==> config.mk <==
export PLATFORM = sky130hd
export DESIGN_NAME = clk_div_ctrl_flat
export DESIGN_NICKNAME = d
export VERILOG_FILES = /design/src/rtl/clk_div_pkg.sv /design/src/rtl/clk_div_ctrl_if.sv /design/src/rtl/clk_div_ctrl_timer.sv /design/src/rtl/clk_div_ctrl.sv /design/src/flat_wrapper.sv
export SDC_FILE = /design/constraint.sdc
export NUM_CORES = 1
export LEC_CHECK = 0
export ABC_AREA = 1
export CAP_MARGIN = 5
export CORE_ASPECT_RATIO = 2
export CORE_MARGIN = 4
export CORE_UTILIZATION = 51
export DETAILED_ROUTE_END_ITERATION = 8
export PLACE_DENSITY = 0.76
export SLEW_MARGIN = 20
export SYNTH_ARGS = -nofsm -noshare
export SYNTH_HDL_FRONTEND = slang
export SYNTH_HIERARCHICAL = 1
export SYNTH_SLANG_ARGS = --single-unit
==> constraint.sdc <==
create_clock -name ref_clk -period 5.5 [get_ports ref_clk]
set_input_delay 1.1 -clock ref_clk [delete_from_list [all_inputs] [get_ports ref_clk]]
set_output_delay 1.1 -clock ref_clk [all_outputs]
set_load 0.05 [all_outputs]
==> src/rtl/clk_div_pkg.sv <==
// ---------------------------------------------------------------------------
// clk_div_pkg
// Shared definitions for the clock divider run-time controller.
//   state_t          : controller FSM encodings (OFF/RUN/DRAIN/GATE/LOAD)
//   RATIO_W_DEF      : default ratio bus width
//   RESET_RATIO_DEF  : default ratio driven while in and after reset
// ---------------------------------------------------------------------------
package clk_div_pkg;

    localparam int RATIO_W_DEF     = 8;
    localparam int RESET_RATIO_DEF = 10;

    typedef enum logic [2:0] {
        ST_OFF   = 3'd0,
        ST_RUN   = 3'd1,
        ST_DRAIN = 3'd2,
        ST_GATE  = 3'd3,
        ST_LOAD  = 3'd4
    } state_t;

endpackage

==> src/rtl/clk_div_ctrl_if.sv <==
// ---------------------------------------------------------------------------
// clk_div_ctrl_if
// Ratio configuration handshake between the config register block (master)
// and the controller (slave).
//   cfg_valid : master offers a ratio
//   cfg_ratio : offered ratio, captured when cfg_valid && cfg_ready
//   cfg_ready : slave can accept a ratio this cycle
// Handshake: a transfer happens on a rising edge where cfg_valid and
// cfg_ready are both 1. While cfg_ready is 0 the master keeps the offer
// (valid and ratio) stable; the slave never captures and never flags an
// error for a cycle without cfg_ready.
// ---------------------------------------------------------------------------
interface clk_div_ctrl_if #(
    parameter int RATIO_W = 8
);
    logic               cfg_valid;
    logic [RATIO_W-1:0] cfg_ratio;
    logic               cfg_ready;

    modport master (output cfg_valid, output cfg_ratio, input  cfg_ready);
    modport slave  (input  cfg_valid, input  cfg_ratio, output cfg_ready);
endinterface

==> src/rtl/clk_div_ctrl_timer.sv <==
// ---------------------------------------------------------------------------
// clk_div_ctrl_timer
// Clearable saturating up-counter with a terminal-count flag. One instance is
// shared by the DRAIN timeout and the GATE hold time; the parent selects the
// terminal value according to the current state.
// Ports:
//   clk      in  1  clock (rising edge)
//   rst      in  1  asynchronous, active-low reset
//   clear    in  1  synchronous clear (count <= 0 on next edge)
//   tc_value in  W  terminal value to compare against
//   count    out W  current count
//   tc       out 1  count == tc_value
// ---------------------------------------------------------------------------
module clk_div_ctrl_timer #(
    parameter int W = 10
) (
    input  logic         clk,
    input  logic         rst,
    input  logic         clear,
    input  logic [W-1:0] tc_value,
    output logic [W-1:0] count,
    output logic         tc
);

    always_ff @(posedge clk or negedge rst) begin
        if (!rst) begin
            count <= '0;
        end else if (clear) begin
            count <= '0;
        end else if (count != {W{1'b1}}) begin
            count <= count + 1'b1;
        end
    end

    assign tc = (count == tc_value);

endmodule

==> src/rtl/clk_div_ctrl.sv <==
// ---------------------------------------------------------------------------
// clk_div_ctrl
// Run-time controller for the programmable clock divider. Owns the divider's
// enable and ratio inputs. Ratio updates arrive over a valid/ready handshake;
// before every ratio change while running, the controller waits for the
// divided clock to be low (or a timeout), gates the divider for GATE_CYCLES,
// loads the new ratio and re-enables if still requested.
// Optional feature macro: CLK_DIV_CTRL_RATIO_CHECK_EN -- when defined, ratios
// below 2 are accepted on the handshake but discarded, with a one-cycle
// o_cfg_err pulse. When undefined every ratio passes and o_cfg_err is 0.
// Ports:
//   ref_clk     in   1        reference clock, rising edge
//   rst         in   1        asynchronous, active-low reset
//   i_enable    in   1        level request for the divided clock
//   cfg         slave         ratio handshake (cfg_valid/cfg_ratio/cfg_ready)
//   div_clk_fb  in   1        divider output fed back (same domain)
//   o_clk_en    out  1        registered enable to divider
//   o_div_ratio out  RATIO_W  registered ratio to divider
//   o_busy      out  1        high in DRAIN/GATE/LOAD
//   o_cfg_err   out  1        one-cycle pulse on rejected ratio
//   dbg_state   out  state_t  current FSM state
// ---------------------------------------------------------------------------
module clk_div_ctrl
    import clk_div_pkg::*;
#(
    parameter int RATIO_W     = RATIO_W_DEF,
    parameter int RESET_RATIO = RESET_RATIO_DEF,
    parameter int GATE_CYCLES = 2,
    parameter int TIMEOUT     = 512
) (
    input  logic               ref_clk,
    input  logic               rst,
    input  logic               i_enable,
    clk_div_ctrl_if.slave      cfg,
    input  logic               div_clk_fb,
    output logic               o_clk_en,
    output logic [RATIO_W-1:0] o_div_ratio,
    output logic               o_busy,
    output logic               o_cfg_err,
    output state_t             dbg_state
);

    localparam int TW = $clog2(TIMEOUT + 1);
    localparam logic [RATIO_W-1:0] RST_RATIO = RATIO_W'(RESET_RATIO);

    state_t             state, state_n;
    logic               pend_v, pend_v_n;
    logic [RATIO_W-1:0] pend_r, pend_r_n;
    logic [RATIO_W-1:0] ratio_n;
    logic               clk_en_n;
    logic               cfg_err_n;
    logic               hs;
    logic               ratio_ok;
    logic               take;
    logic [TW-1:0]      tmr_count;
    logic [TW-1:0]      tmr_tc_value;
    logic               tmr_tc;
    logic               tmr_clear;

    assign cfg.cfg_ready = (state == ST_OFF) || (state == ST_RUN);
    assign o_busy        = (state == ST_DRAIN) || (state == ST_GATE) || (state == ST_LOAD);
    assign dbg_state     = state;

    assign hs = cfg.cfg_valid && cfg.cfg_ready;

`ifdef CLK_DIV_CTRL_RATIO_CHECK_EN
    assign ratio_ok = (cfg.cfg_ratio >= RATIO_W'(2));
`else
    assign ratio_ok = 1'b1;
`endif

    // A rejected ratio still completes the handshake but is otherwise ignored.
    assign take = hs && ratio_ok;

    // Timer restarts on every state change so each state sees count 0 first.
    assign tmr_clear    = (state_n != state);
    assign tmr_tc_value = (state == ST_DRAIN) ? TW'(TIMEOUT - 1) : TW'(GATE_CYCLES - 1);

    clk_div_ctrl_timer #(.W(TW)) u_timer (
        .clk      (ref_clk),
        .rst      (rst),
        .clear    (tmr_clear),
        .tc_value (tmr_tc_value),
        .count    (tmr_count),
        .tc       (tmr_tc)
    );

    always_comb begin
        state_n   = state;
        pend_v_n  = pend_v;
        pend_r_n  = pend_r;
        ratio_n   = o_div_ratio;
        cfg_err_n = 1'b0;
`ifdef CLK_DIV_CTRL_RATIO_CHECK_EN
        cfg_err_n = hs && !ratio_ok;
`endif
        case (state)
            ST_OFF: begin
                // Divider is gated, so the ratio can be loaded directly.
                if (take) ratio_n = cfg.cfg_ratio;
                if (i_enable) state_n = ST_RUN;
            end
            ST_RUN: begin
                if (take) begin
                    pend_r_n = cfg.cfg_ratio;
                    pend_v_n = 1'b1;
                    state_n  = ST_DRAIN;
                end else if (!i_enable) begin
                    state_n = ST_DRAIN;
                end
            end
            ST_DRAIN: begin
                if (!div_clk_fb || tmr_tc) state_n = ST_GATE;
            end
            ST_GATE: begin
                if (tmr_tc) state_n = ST_LOAD;
            end
            ST_LOAD: begin
                if (pend_v) ratio_n = pend_r;
                pend_v_n = 1'b0;
                state_n  = i_enable ? ST_RUN : ST_OFF;
            end
            default: begin
                state_n = ST_OFF;
            end
        endcase
        // Enable is a registered decode of the state being entered.
        clk_en_n = (state_n == ST_RUN) || (state_n == ST_DRAIN);
    end

    always_ff @(posedge ref_clk or negedge rst) begin
        if (!rst) begin
            state       <= ST_OFF;
            pend_v      <= 1'b0;
            pend_r      <= '0;
            o_clk_en    <= 1'b0;
            o_div_ratio <= RST_RATIO;
            o_cfg_err   <= 1'b0;
        end else begin
            state       <= state_n;
            pend_v      <= pend_v_n;
            pend_r      <= pend_r_n;
            o_clk_en    <= clk_en_n;
            o_div_ratio <= ratio_n;
            o_cfg_err   <= cfg_err_n;
        end
    end

endmodule

==> src/flat_wrapper.sv <==
// flat-port wrapper written by rule: the top's interface ports become plain ports
module clk_div_ctrl_flat import clk_div_pkg::*;
#(
    parameter int RATIO_W     = RATIO_W_DEF,
    parameter int RESET_RATIO = RESET_RATIO_DEF,
    parameter int GATE_CYCLES = 2,
    parameter int TIMEOUT     = 512
)
  (ref_clk, rst, i_enable, div_clk_fb, o_clk_en, o_div_ratio, o_busy, o_cfg_err, dbg_state, cfg_cfg_valid, cfg_cfg_ratio, cfg_cfg_ready);
  clk_div_ctrl_if #(.RATIO_W(RATIO_W)) cfg_i ();
  input  logic ref_clk;
  input  logic rst;
  input  logic i_enable;
  input  logic div_clk_fb;
  output logic o_clk_en;
  output logic [RATIO_W-1:0] o_div_ratio;
  output logic o_busy;
  output logic o_cfg_err;
  output state_t dbg_state;
  input wire logic [$bits(cfg_i.cfg_valid)-1:0] cfg_cfg_valid;
  input wire logic [$bits(cfg_i.cfg_ratio)-1:0] cfg_cfg_ratio;
  output wire logic [$bits(cfg_i.cfg_ready)-1:0] cfg_cfg_ready;
  assign cfg_i.cfg_valid = cfg_cfg_valid;
  assign cfg_i.cfg_ratio = cfg_cfg_ratio;
  assign cfg_cfg_ready = cfg_i.cfg_ready;
  clk_div_ctrl #(.RATIO_W(RATIO_W), .RESET_RATIO(RESET_RATIO), .GATE_CYCLES(GATE_CYCLES), .TIMEOUT(TIMEOUT)) u_core (.ref_clk(ref_clk), .rst(rst), .i_enable(i_enable), .cfg(cfg_i), .div_clk_fb(div_clk_fb), .o_clk_en(o_clk_en), .o_div_ratio(o_div_ratio), .o_busy(o_busy), .o_cfg_err(o_cfg_err), .dbg_state(dbg_state));
endmodule
* Yosys cells after proc, flatten, opt, wreduce, memory -nomap -nowiden *
Cells that the tools add are included.

storage, ports and cells
  flip-flop bits (word level) = 31
  output and inout bits = 15

cells by class
  reductions and logical operators = 14
  eq/ne operators = 12
  muxes and demuxes = 15
  add/subtract/negate cells = 1

operators with widths
  operator                                                          number
  10-bit 2-to-1 mux                                                 2
  8-bit 2-to-1 mux                                                  2
  8-bit one-hot mux with 2 select lines                             1
  3-bit 2-to-1 mux                                                  5
  3-bit one-hot mux with 5 select lines                             1
  10-bit by 1-bit adder with 10-bit output (second input constant)  1
  10-bit == test                                                    1
  10-bit != test (second input constant)                            1
  3-bit by 2-bit == test with 1-bit output (second input constant)  3
  9-bit 2-to-1 mux                                                  1
  3-bit by 1-bit == test with 1-bit output (second input constant)  2
  2-bit by 1-bit != test with 1-bit output (second input constant)  3
  2-bit nonzero test                                                3
  1-bit logical OR                                                  5
  2-bit AND reduction                                               2
  3-bit == test (second input constant)                             1
  3-bit logical NOT                                                 1
  3-bit != test                                                     1
  3-bit AND reduction                                               1
  1-bit 2-to-1 mux                                                  2
  1-bit one-hot mux with 2 select lines                             1
  1-bit logical AND                                                 1
  1-bit logical NOT                                                 1

* Depth between registers and ports, before layout *
Gate-level depths: netlist of the first run.

  word-level depth = 8
  depth in mapped cells = 20
  mapped depth without buffers = 18

* Cells and area by module *
The synthesis of the first run kept the hierarchy.

modules (own cells, without submodules)
  module              area each (um^2)  seq. area each (um^2)  instances  cells an instance
  clk_div_ctrl        1112.3            528.0                  1          145
  clk_div_ctrl_timer  763.2             250.2                  1          113

* Worst setup path before layout of the first run *
OpenSTA, ideal clock, no wires.

  path kind = register to register
  start = register u_core.state[0] (netlist: u_core/dbg_state[0])
  end = register u_core.u_timer.count[0]
  cell stages (with the launch flop) = 17
  data arrival time = 2.525 ns
  path slack = 2.910 ns
  clock period less this slack = 2.590 ns
  library setup time = 0.065 ns
  path through = dfrtp_1 -> inv_1 -> nand3_1 -> inv_1 -> xor2_1 -> nor2_1 -> nand2_1 -> nor2_1 -> inv_1 -> nand2_1 -> nand2_1 -> o21ai_0 -> nand2_1 -> inv_1 -> buf_2 -> nand3_1 -> nand2_1

on the way
  word-level cells in the longest chain between the ends = 8
  elaborated cells on any way between the ends = 19
  classes of those cells = eq/ne: 6; mux: 8; reduce/logical: 5

ends and longest elaborated chain
  item                                                            line                      text
  start: declaration                                              clk_div_ctrl.sv:46        state_t state, state_n;
  start signal: assignment                                        clk_div_ctrl.sv:140       state <= state_n;
  3-bit by 2-bit == test with 1-bit output (*)                    clk_div_ctrl.sv:77        assign tmr_tc_value = (state == ST_DRAIN) ? TW'(TIMEOUT - 1) : TW'(GATE_CYCLES - 1);
  9-bit 2-to-1 mux (*)                                            clk_div_ctrl.sv:77
  net u_core.tmr_tc_value[1]                                      clk_div_ctrl.sv:56        logic [TW-1:0] tmr_tc_value;
  10-bit == test (*)                                              clk_div_ctrl_timer.sv:35  assign tc = (count == tc_value);
  net u_core.tmr_tc                                               clk_div_ctrl.sv:57        logic tmr_tc;
  1-bit logical OR                                                clk_div_ctrl.sv:113       if (!div_clk_fb || tmr_tc) state_n = ST_GATE;
  3-bit 2-to-1 mux                                                clk_div_ctrl.sv:113
  3-bit one-hot mux with 5 select lines (*)                       clk_div_ctrl.sv:97        case (state)
  3-bit != test (*)                                               clk_div_ctrl.sv:76        assign tmr_clear = (state_n != state);
  net u_core.tmr_clear                                            clk_div_ctrl.sv:58        logic tmr_clear;
  10-bit 2-to-1 mux / 2-bit nonzero test (equally long branches)  n/a
  end signal: assignment                                          clk_div_ctrl_timer.sv:31  count <= count + 1'b1;
  end: declaration                                                clk_div_ctrl_timer.sv:21  output logic [W-1:0] count,

Mark *: on every way through the listed nets, which the timed path passes. The rest lies on a longest branch.
A chain may end at the register's enable or synchronous reset.

* Final worst setup path of the first run *
  start = register u_core.state[0] (netlist: u_core/dbg_state[0])
  end = output port o_busy

on the way
  word-level cells in the longest chain between the ends = 3
  elaborated cells on any way between the ends = 5
  classes of those cells = eq/ne: 3; reduce/logical: 2

ends and longest elaborated chain
  item                                      line                text
  3-bit by 2-bit == test with 1-bit output  clk_div_ctrl.sv:61  assign o_busy = (state == ST_DRAIN) || (state == ST_GATE) || (state == ST_LOAD);
  1-bit logical OR                          clk_div_ctrl.sv:61
  1-bit logical OR (*)                      clk_div_ctrl.sv:61
  end: declaration                          flat_wrapper.sv:17  output logic o_busy;

Every way passes the cells marked *; elsewhere a longest branch is shown, timed or not.

==> results.md, run 1 <==
- The minimum setup slack in the final design is 2320 ps.
- The prevailing post-synth register cell is dfrtp_1.
- Of the post-synthesis cell area, the dominant cell type holds 0.387.
- The hold violation total from the final report is 0.
- The chip width is between 50 and 60 µm.
- The smallest clock period supported by the final layout is computed as between 3000 and 4000 ps.
- The worst hold slack is approximately 480 ps.
- For the final database, setup skew stands at 8.01 ps.
- For this run, the detailed router's first-pass iteration total came to 4.
- Timing analysis after detailed placement gives a worst setup slack of 2640 ps.
- The die covers ~0.0048 mm².
- The critical register-to-register path startpoint is u_core/dbg_state[0].
- 0 antenna diodes ended up in the layout.
- The run finished with clean final reports.
- The critical path is of the reg2out type.
- The port buffer count is 26.
- TritonCTS built the clock tree.
- At the pin with the least slew margin, the transition time is 780 ps.
- The ratio of cells with drive above 1 in the final layout is 0.111.
- Of the total power, combinational logic draws 0.469.
- The kind of start point of the critical path is a flop.
- Hold repair after CTS inserted 0 buffers.
- The critical path's slowest cell is clkdlybuf4s50_1.
- The kind of cell adding the most delay to the critical path is buffers and inverters.
- The global-route usage over all layers is 0.195.
- After clock tree synthesis, the clock-pin slew on the worst setup and hold paths is 60 ps.
- After detailed placement, the design holds a cell count of 330.
- The most frequent cell after synthesis is nand2_1.
- In the final design database the tool counted 302 nets.
- The relative slew slack is 0.478.
- The commonest cells after synthesis are 87 x nand2_1, 42 x inv_1, 29 x dfrtp_1.
- The congestion estimate from routability-driven global placement came to 0.838.
- The placeable core region is 0.00357 mm².
- Sorting the synthesized cells by area gives the leading types as dfrtp_1 39%, nand2_1 17%, inv_1 8.4%, nand3_1 4.8%, nor2_1 4.0%.
- The first global-routing pass estimated 7040 µm of wire.
- In this run the vertical extent of the chip is 93.8 µm.
- Data on the critical path is required at its endpoint by approximately 4400 ps.
- In this run the power spent charging and discharging nets is 0.503 mW.
- The number of unique standard cell types used by synthesis is 28.
- Counting instances, the worst hold path has a depth of 2.
- The buffers inserted during post-CTS setup optimization is 0.
- The power density over the cells is 500 mW/mm².
- Together, buffers and inverters on the worst path number 1.
- Summed over all nets, the half-perimeter wirelength after detailed placement is between 3000 and 4000 µm.
- The total standard cell area after synthesis is 0.00188 mm².
- Setup repair after global routing left no endpoint under its margin.
- The insertion delay of the later-clocked pin in the worst-skew pair is 280 ps.
- The endpoint kind of the worst setup timing path is an output pin.
- The worst hold path belongs to the class reg2reg.
- For this design the top-level I/O count stands at 28.
- The initial utilization of the core area, before any placement, comes to 0.526.
- The tool flagged a number of max-cap violations equal to 0.
- The setup check on the worst reg-to-reg path leaves a slack of 2650 ps.
- The library cell used as clock root buffer is clkbuf_8.
- Timing would allow up to 0.314 GHz.
- Post-CTS repair changed the size of 0 cells.
- The critical path starts at u_core/dbg_state[0].
- Of the total power, registers draw 0.327.
- In the global route stage, met1 resource usage came out at 0.195.
- For this run, asynchronously set or reset flops after synthesis account for 1.00.
- In this run the worst setup path terminates at o_busy.
- For this run the aggregate overflow at the end of global routing stands at 0.
- The total DRC errors in the routed layout is 0.
- The layer with the highest usage after global routing is met2.
- The part of the total power dissipated in the clock network is 0.204.
- For this run, the number of standard cells in the final layout without fillers is 338.
- The average instance in the mapped netlist occupies 7.27 µm².
- For met3 alone, demand over resource in global routing was 0.0334.
- The delay contributed by the slowest stage of the critical path is approximately 800 ps.
- The standby leakage power is roughly 1.3 nW.
- The number of buffers inserted during clock tree synthesis is 5.
- After routing, the total negative slack on setup checks comes to 0 ps.
- The sum of routed wire length over all layers is 4040 µm.
- The H-tree was split into 2 levels.
- The internal portion of the total power is around 0.64 mW.
- The largest total area in the synthesized netlist belongs to dfrtp_1.
- The endpoint identified for the worst register-to-register timing path is u_core/u_timer/count[8].
- Counting along the longest clock path gives a buffer depth of 2.
- In the global route stage, met2 resource usage came out at 0.362.
- VDD sags by at most 0.320 mV.
- The sink count of the clock tree is 31.
- The sequential area share after synthesis is 0.415.
- The number of instances in the synthesized netlist is 258.
- Counting flops and latches in the post-synthesis netlist gives 31.
- The pin count of the biggest net entering global routing is 32.
- Counting buffers and inverters, the worst setup path is 4 cells deep.
- The number of enable flip-flop cells after synthesis is 0.
- The average wire per cell in the routed design is 11.9 µm.
- The count of pins over their slew limit is 0.
- STA puts the critical path data arrival time at between 2000 and 2500 ps.
- The violation count after the first detailed-route iteration is 26.
- The number of antenna violations at the first check in global routing is 0.
- During synthesis, Yosys emitted a total of 6 warnings.
- The switching power share of the total is 0.442.
- The synthesis-to-layout area growth is 21.5%.
- The number of antenna-violating nets in the routed design is 0.
- The count of final setup violators is 0.
- Traced cell by cell, the critical path runs through nor2_2 > nand2_2 > nand2_1 > clkdlybuf4s50_1.
- The depth of the worst register-to-register path is 17.
- The via count of the first global-routing pass is 1,632.
- The standard-cell row count is 31.
- The total number of vias is 1,629.
- The final period utilization is 0.579.
- The largest fanout on the critical path is 12.
- The ratio of routed vias to standard cells is 4.82.
tightest hold or removal path: cells and delay by family (launching register included):
| kind | cells | cell delay (ps) |
|---|---|---|
| DFF | 1 | 370 |
| AOI/OAI and AO/OA | 1 | 60 |
| and+or+nand+nor | 1 | 50 |
metrics by stage:
step | power, mW | cell area [µm²] | utilization
final | 1.14 | 2280 | 0.638
after global routing | 1.22 | 2280 | 0.638
after CTS | 1.15 | 2280 | 0.638
after detailed placement | 0.912 | 2160 | 0.606
after global placement | 0.903 | 2160 | 0.606
after floorplan | 0.757 | 1880 | -
layer usage:
layer / wire, µm / up-vias
met5: 0 / -
met4: 129 / 0
met3: 108 / 12
met2: 2300 / 30
met1: 1500 / 750
li1: - / 837
worst min path at each step:
stage,start,end,slack [ps]
after CTS,u_core/o_div_ratio[1],u_core/o_div_ratio[1],480
after detailed placement,u_core/o_div_ratio[1],u_core/o_div_ratio[1],470
after floorplan,u_core/pend_r[2],u_core/pend_r[2],450
after global routing,u_core/o_div_ratio[1],u_core/o_div_ratio[1],490
after global placement,u_core/o_div_ratio[2],u_core/o_div_ratio[2],460
final,u_core/o_div_ratio[1],u_core/o_div_ratio[1],480
final cells by class:
class,count,area [µm²]
inverters,43,161
repair buffers,27,268
well taps,49,61.3
clock buffers,6,82.6
multi-input cells,180,892
clock inverters,2,35.0
fillers,316,1290
flip-flops and latches,31,778
state kept, by name (all words and copies together) (netlist names):
register              flops
u_core/u_timer/count     10
u_core/o_div_ratio        8
u_core/pend_r             8
u_core/dbg_state          3
u_core/o_clk_en           1
u_core/pend_v             1
kinds of logic (layout without fill, tap and decap cells):
group | count (synthesis) | count (layout) | synth area share
xor gates and xnor gates | 4 | 4 | 0.0187
adders and majority gates | 1 | 1 | 0.00667
other | 2 | 4 | 0.00400
DFF | 31 | 31 | 0.415
and+or+nand+nor | 141 | 141 | 0.347
AOI/OAI and AO/OA | 30 | 30 | 0.0954
buffers and inverters | 49 | 78 | 0.113
placed cells by master, fill, tap and decap left out, types with 4 or more instances in the layout:
| cell | synthesis | layout |
|---|---|---|
| a21oi_1 | 5 | 5 |
| clkbuf_8 | 0 | 6 |
| clkdlybuf4s50_1 | 0 | 26 |
| conb_1 | 2 | 4 |
| dfrtp_1 | 29 | 29 |
| inv_1 | 42 | 42 |
| nand2_1 | 87 | 87 |
| nand2_2 | 4 | 4 |
| nand3_1 | 18 | 18 |
| nor2_1 | 20 | 20 |
| o21ai_0 | 11 | 11 |
| o21ai_1 | 7 | 7 |
| o21ai_2 | 5 | 5 |
| xor2_1 | 4 | 4 |
power by group through the flow:
stage	clock network (mW)	logic [mW]	registers [mW]
2_1_floorplan	0	0.255	0.502
3_3_place_gp	0	0.531	0.372
3_5_place_dp	0	0.536	0.376
4_1_cts	0.237	0.539	0.373
5_1_grt	0.247	0.593	0.384
6_report	0.232	0.535	0.372
(Power assumes the default switching activity.)
==> inputs of run 2 (changes only) <==
Settings changed: CORE_UTILIZATION 51 to 48, PLACE_DENSITY 0.76 to 0.75.
Clock period 5.5 ns to 2.7 ns, I/O delays scaled along.
==> run 2 against run 1 <==
First-iteration DRC count up 92%; final area up 1.6%; sequential share of layout area down 0.50 points; sequential power up 100%; global-route usage down 1.1 points; clock-buffer cell count up 1; routed wire length up 2.5%; cell count up 1.8%; worst hold slack worse by 5.3 ps; critical path depth up 1; total power up 100%; clock power up 58%.
==> results.md, run 2 (synthesized netlist as in run 1, its figures left out) <==
- The total of fill cells in the finished design is 339.
- The routed layout has 1,646 vias.
- The kind of start point of the critical path is a flop.
- The highest layer used for signal routing is met4.
- The library cells used most frequently in the layout, excluding fill and tap cells, are 86 x nand2_1, 40 x inv_1, 28 x dfrtp_1, 26 x clkdlybuf4s50_1, 19 x nor2_1.
- The worst setup path is captured at an output pin.
- The maximum achievable frequency is 0.402 GHz.
- The pin count of the biggest net entering global routing is 32.
- The post-route setup TNS is 0 ps.
- Once layout is complete, the cells apart from fillers number roughly 340.
- The hold violation total from the final report is 0.
- The ratio of cells with drive above 1 in the final layout is 0.146.
- The clock tree from TritonCTS is done.
- 0 antenna diodes ended up in the layout.
- The critical path arrival is 1950 ps.
- The via count of the first global-routing pass is between 1,500 and 2,000.
- The library cell used as clock root buffer is clkbuf_8.
- The insertion delay of the later-clocked pin in the worst-skew pair is around 280 ps.
- The total global routing overflow is 0.
- The initialized floorplan defines 31 standard-cell rows.
- The first detailed-routing pass took 4 iterations.
- The run finished with clean final reports.
- The setup path with the least slack is of type reg2out.
- The port buffer count is 26.
- Total power for the finished layout comes to 2.30 mW.
- The count of final setup violators is 0.
- Clock tree synthesis found a total of 31 sinks.
- The share of total power dissipated in combinational logic is 0.514.
- Measured on the finished design, the core utilization comes to 0.629.
- Measured against its own limit, the worst slew margin works out to 0.650.
- Counting along the longest clock path gives a buffer depth of 2.
- After detailed placement, the total cell area comes to 0.00219 mm².
- The sum of routed wire length over all layers is 4140 µm.
- The largest fanout on the critical path is 7.
- The slew at the pin closest to its max-slew limit is between 500 and 600 ps.
- The floorplan step defined a core boundary enclosing approximately 0.0037 mm².
- The switching power is 1.07 mW.
- Once detailed placement completed, the half-perimeter wirelength came to approximately 3200 µm.
- The buffers inserted during post-CTS setup optimization is 0.
- The worst register-to-register path has a depth of 15.
- The worst-case setup slack after placement is 187 ps.
- The die covers roughly 0.0050 mm².
- The internal power is 1.23 mW.
- The final weighted congestion in routability-driven placement is 0.847.
- The violation count after the first detailed-route iteration is 50.
- For this run, design rule violations remaining after detail routing come to 0.
- The number of maximum-capacitance constraint violations is 0.
- The largest registers in the layout are u_core/u_timer/count x10, u_core/o_div_ratio x8, u_core/pend_r x8.
- The area occupied by multi-input gates is 902 µm².
- In this run the horizontal extent of the chip is roughly 52 µm.
- The flip-flop count of the largest register after layout is 10.
- The final layout contains 308 nets.
- The worst hold slack is around 480 ps.
- Of the total power, the clock network draws 0.160.
- The count of pins over their slew limit came to 0.
- After detailed routing, the wire length on met1 is about 1500 µm.
- The switching power share of the total is 0.463.
- Dividing the detail-routed via count by the number of cells gives around 4.8.
- The vertical die dimension is roughly 96 µm.
- Setup repair after global routing left no endpoint under its margin.
- The sequential cells in the finished layout cover a total of 779 µm².
- The analysis attributes to cell leakage a power of 1.29 nW.
- Pin placement for this block handled 28 I/O pins.
- The number of buffers inserted during clock tree synthesis is 5.
- The maximum VDD drop is 0.626 mV.
- The register with the most flip-flops is u_core/u_timer/count.
- For this run, the total global-route usage over all layers was measured as 0.184.
- The clock tree skew after final layout is 3.39 ps.
- For this configuration, the core starts out at a cell density of 0.509.
- The min-delay analysis places its worst path in the category reg2reg.
- The number of antenna violations at the first check in global routing was 0.
- The worst path meets setup with 214 ps of slack.
- Of the total power, registers draw 0.326.
- The power density over the cells is 993 mW/mm².
- The clock transition at the registers of the reported paths is ~60 ps.
- The average wire per cell in the routed design is 12.0 µm.
- STA puts the critical path data required time at 2160 ps.
- In the finished design, the share of the clock period the worst path needs comes to 0.921.
- Summed over all nets, wire length on met2 after detailed routing comes to 2280 µm.
- The delay contributed by the slowest stage of the critical path is 800 ps.
- For the finished layout, the period the worst path requires is 2490 ps.
- The global-route wire length before repair is between 6000 and 7000 µm.
- The synthesis-to-layout area growth is 23.5%.
- On the critical path, the stage with the largest delay is an instance of clkdlybuf4s50_1.
- CTS built an H-tree with a depth of 2.
- The most frequent standard cell in the layout excluding fill and tap cells is nand2_1.
- The worst hold path was traced through 2 stages.
- Traced cell by cell, the critical path runs through buf_4 > nor2_2 > nand2_2 > nand2_1 > clkdlybuf4s50_1.
- Summing all non-filler instances in the final layout gives an area of between 0.002 and 0.0025 mm².
- The cell count after placement is roughly 330.
- Once detail routing completed, the nets flagged for antenna violations numbered 0.
- In the detailed route, the total length drawn on met3 is 130 µm.
-- run 2: power by group through the flow --
stage | registers (mW) | logic, mW | clock network (mW)
detailed placement | 0.757 | 1.12 | 0
finish | 0.750 | 1.18 | 0.367
CTS | 0.750 | 1.13 | 0.381
global placement | 0.752 | 1.11 | 0
global route | 0.773 | 1.31 | 0.398
floorplan | 1.02 | 0.519 | 0
-- run 2: worst max-delay path, delay by kind of cell, from the launching register on --
kind	cells	cell delay, ps
DFF	1	370
buffers and inverters	2	970
and+or+nand+nor	3	330
-- run 2: final timing paths --
check | slack [ps] | endpoint | startpoint
max | 210 | o_busy | u_core/dbg_state[0]
min in group asynchronous | 650 | u_core/o_clk_en | rst
max in group asynchronous | 1730 | u_core/o_div_ratio[1] | rst
min | 480 | u_core/o_div_ratio[1] | u_core/o_div_ratio[1]
min reg2reg | 480 | u_core/o_div_ratio[1] | u_core/o_div_ratio[1]
max reg2reg | 320 | u_core/u_timer/count[4] | u_core/dbg_state[1]
-- run 2: layout make-up --
type,instances,area share
multi-input cells,180,0.390
flip-flops and latches,31,0.337
repair buffers,31,0.129
inverters,43,0.0729
clock buffers,7,0.0373
well taps,49,0.0265
repair inverters,2,0.00648
clock inverters,1,0.00216
-- run 2: what timing repair did --
action | CTS | global route
setup endpoints to repair | 0 | 10
hold buffers | 0 | 0
resized for setup | 0 | 8
-- run 2: metal layers --
layer  up-vias  track usage
met5         -            0
met4         0        0.126
met3        17       0.0307
met2        41        0.326
met1       737        0.191
li1        851            -
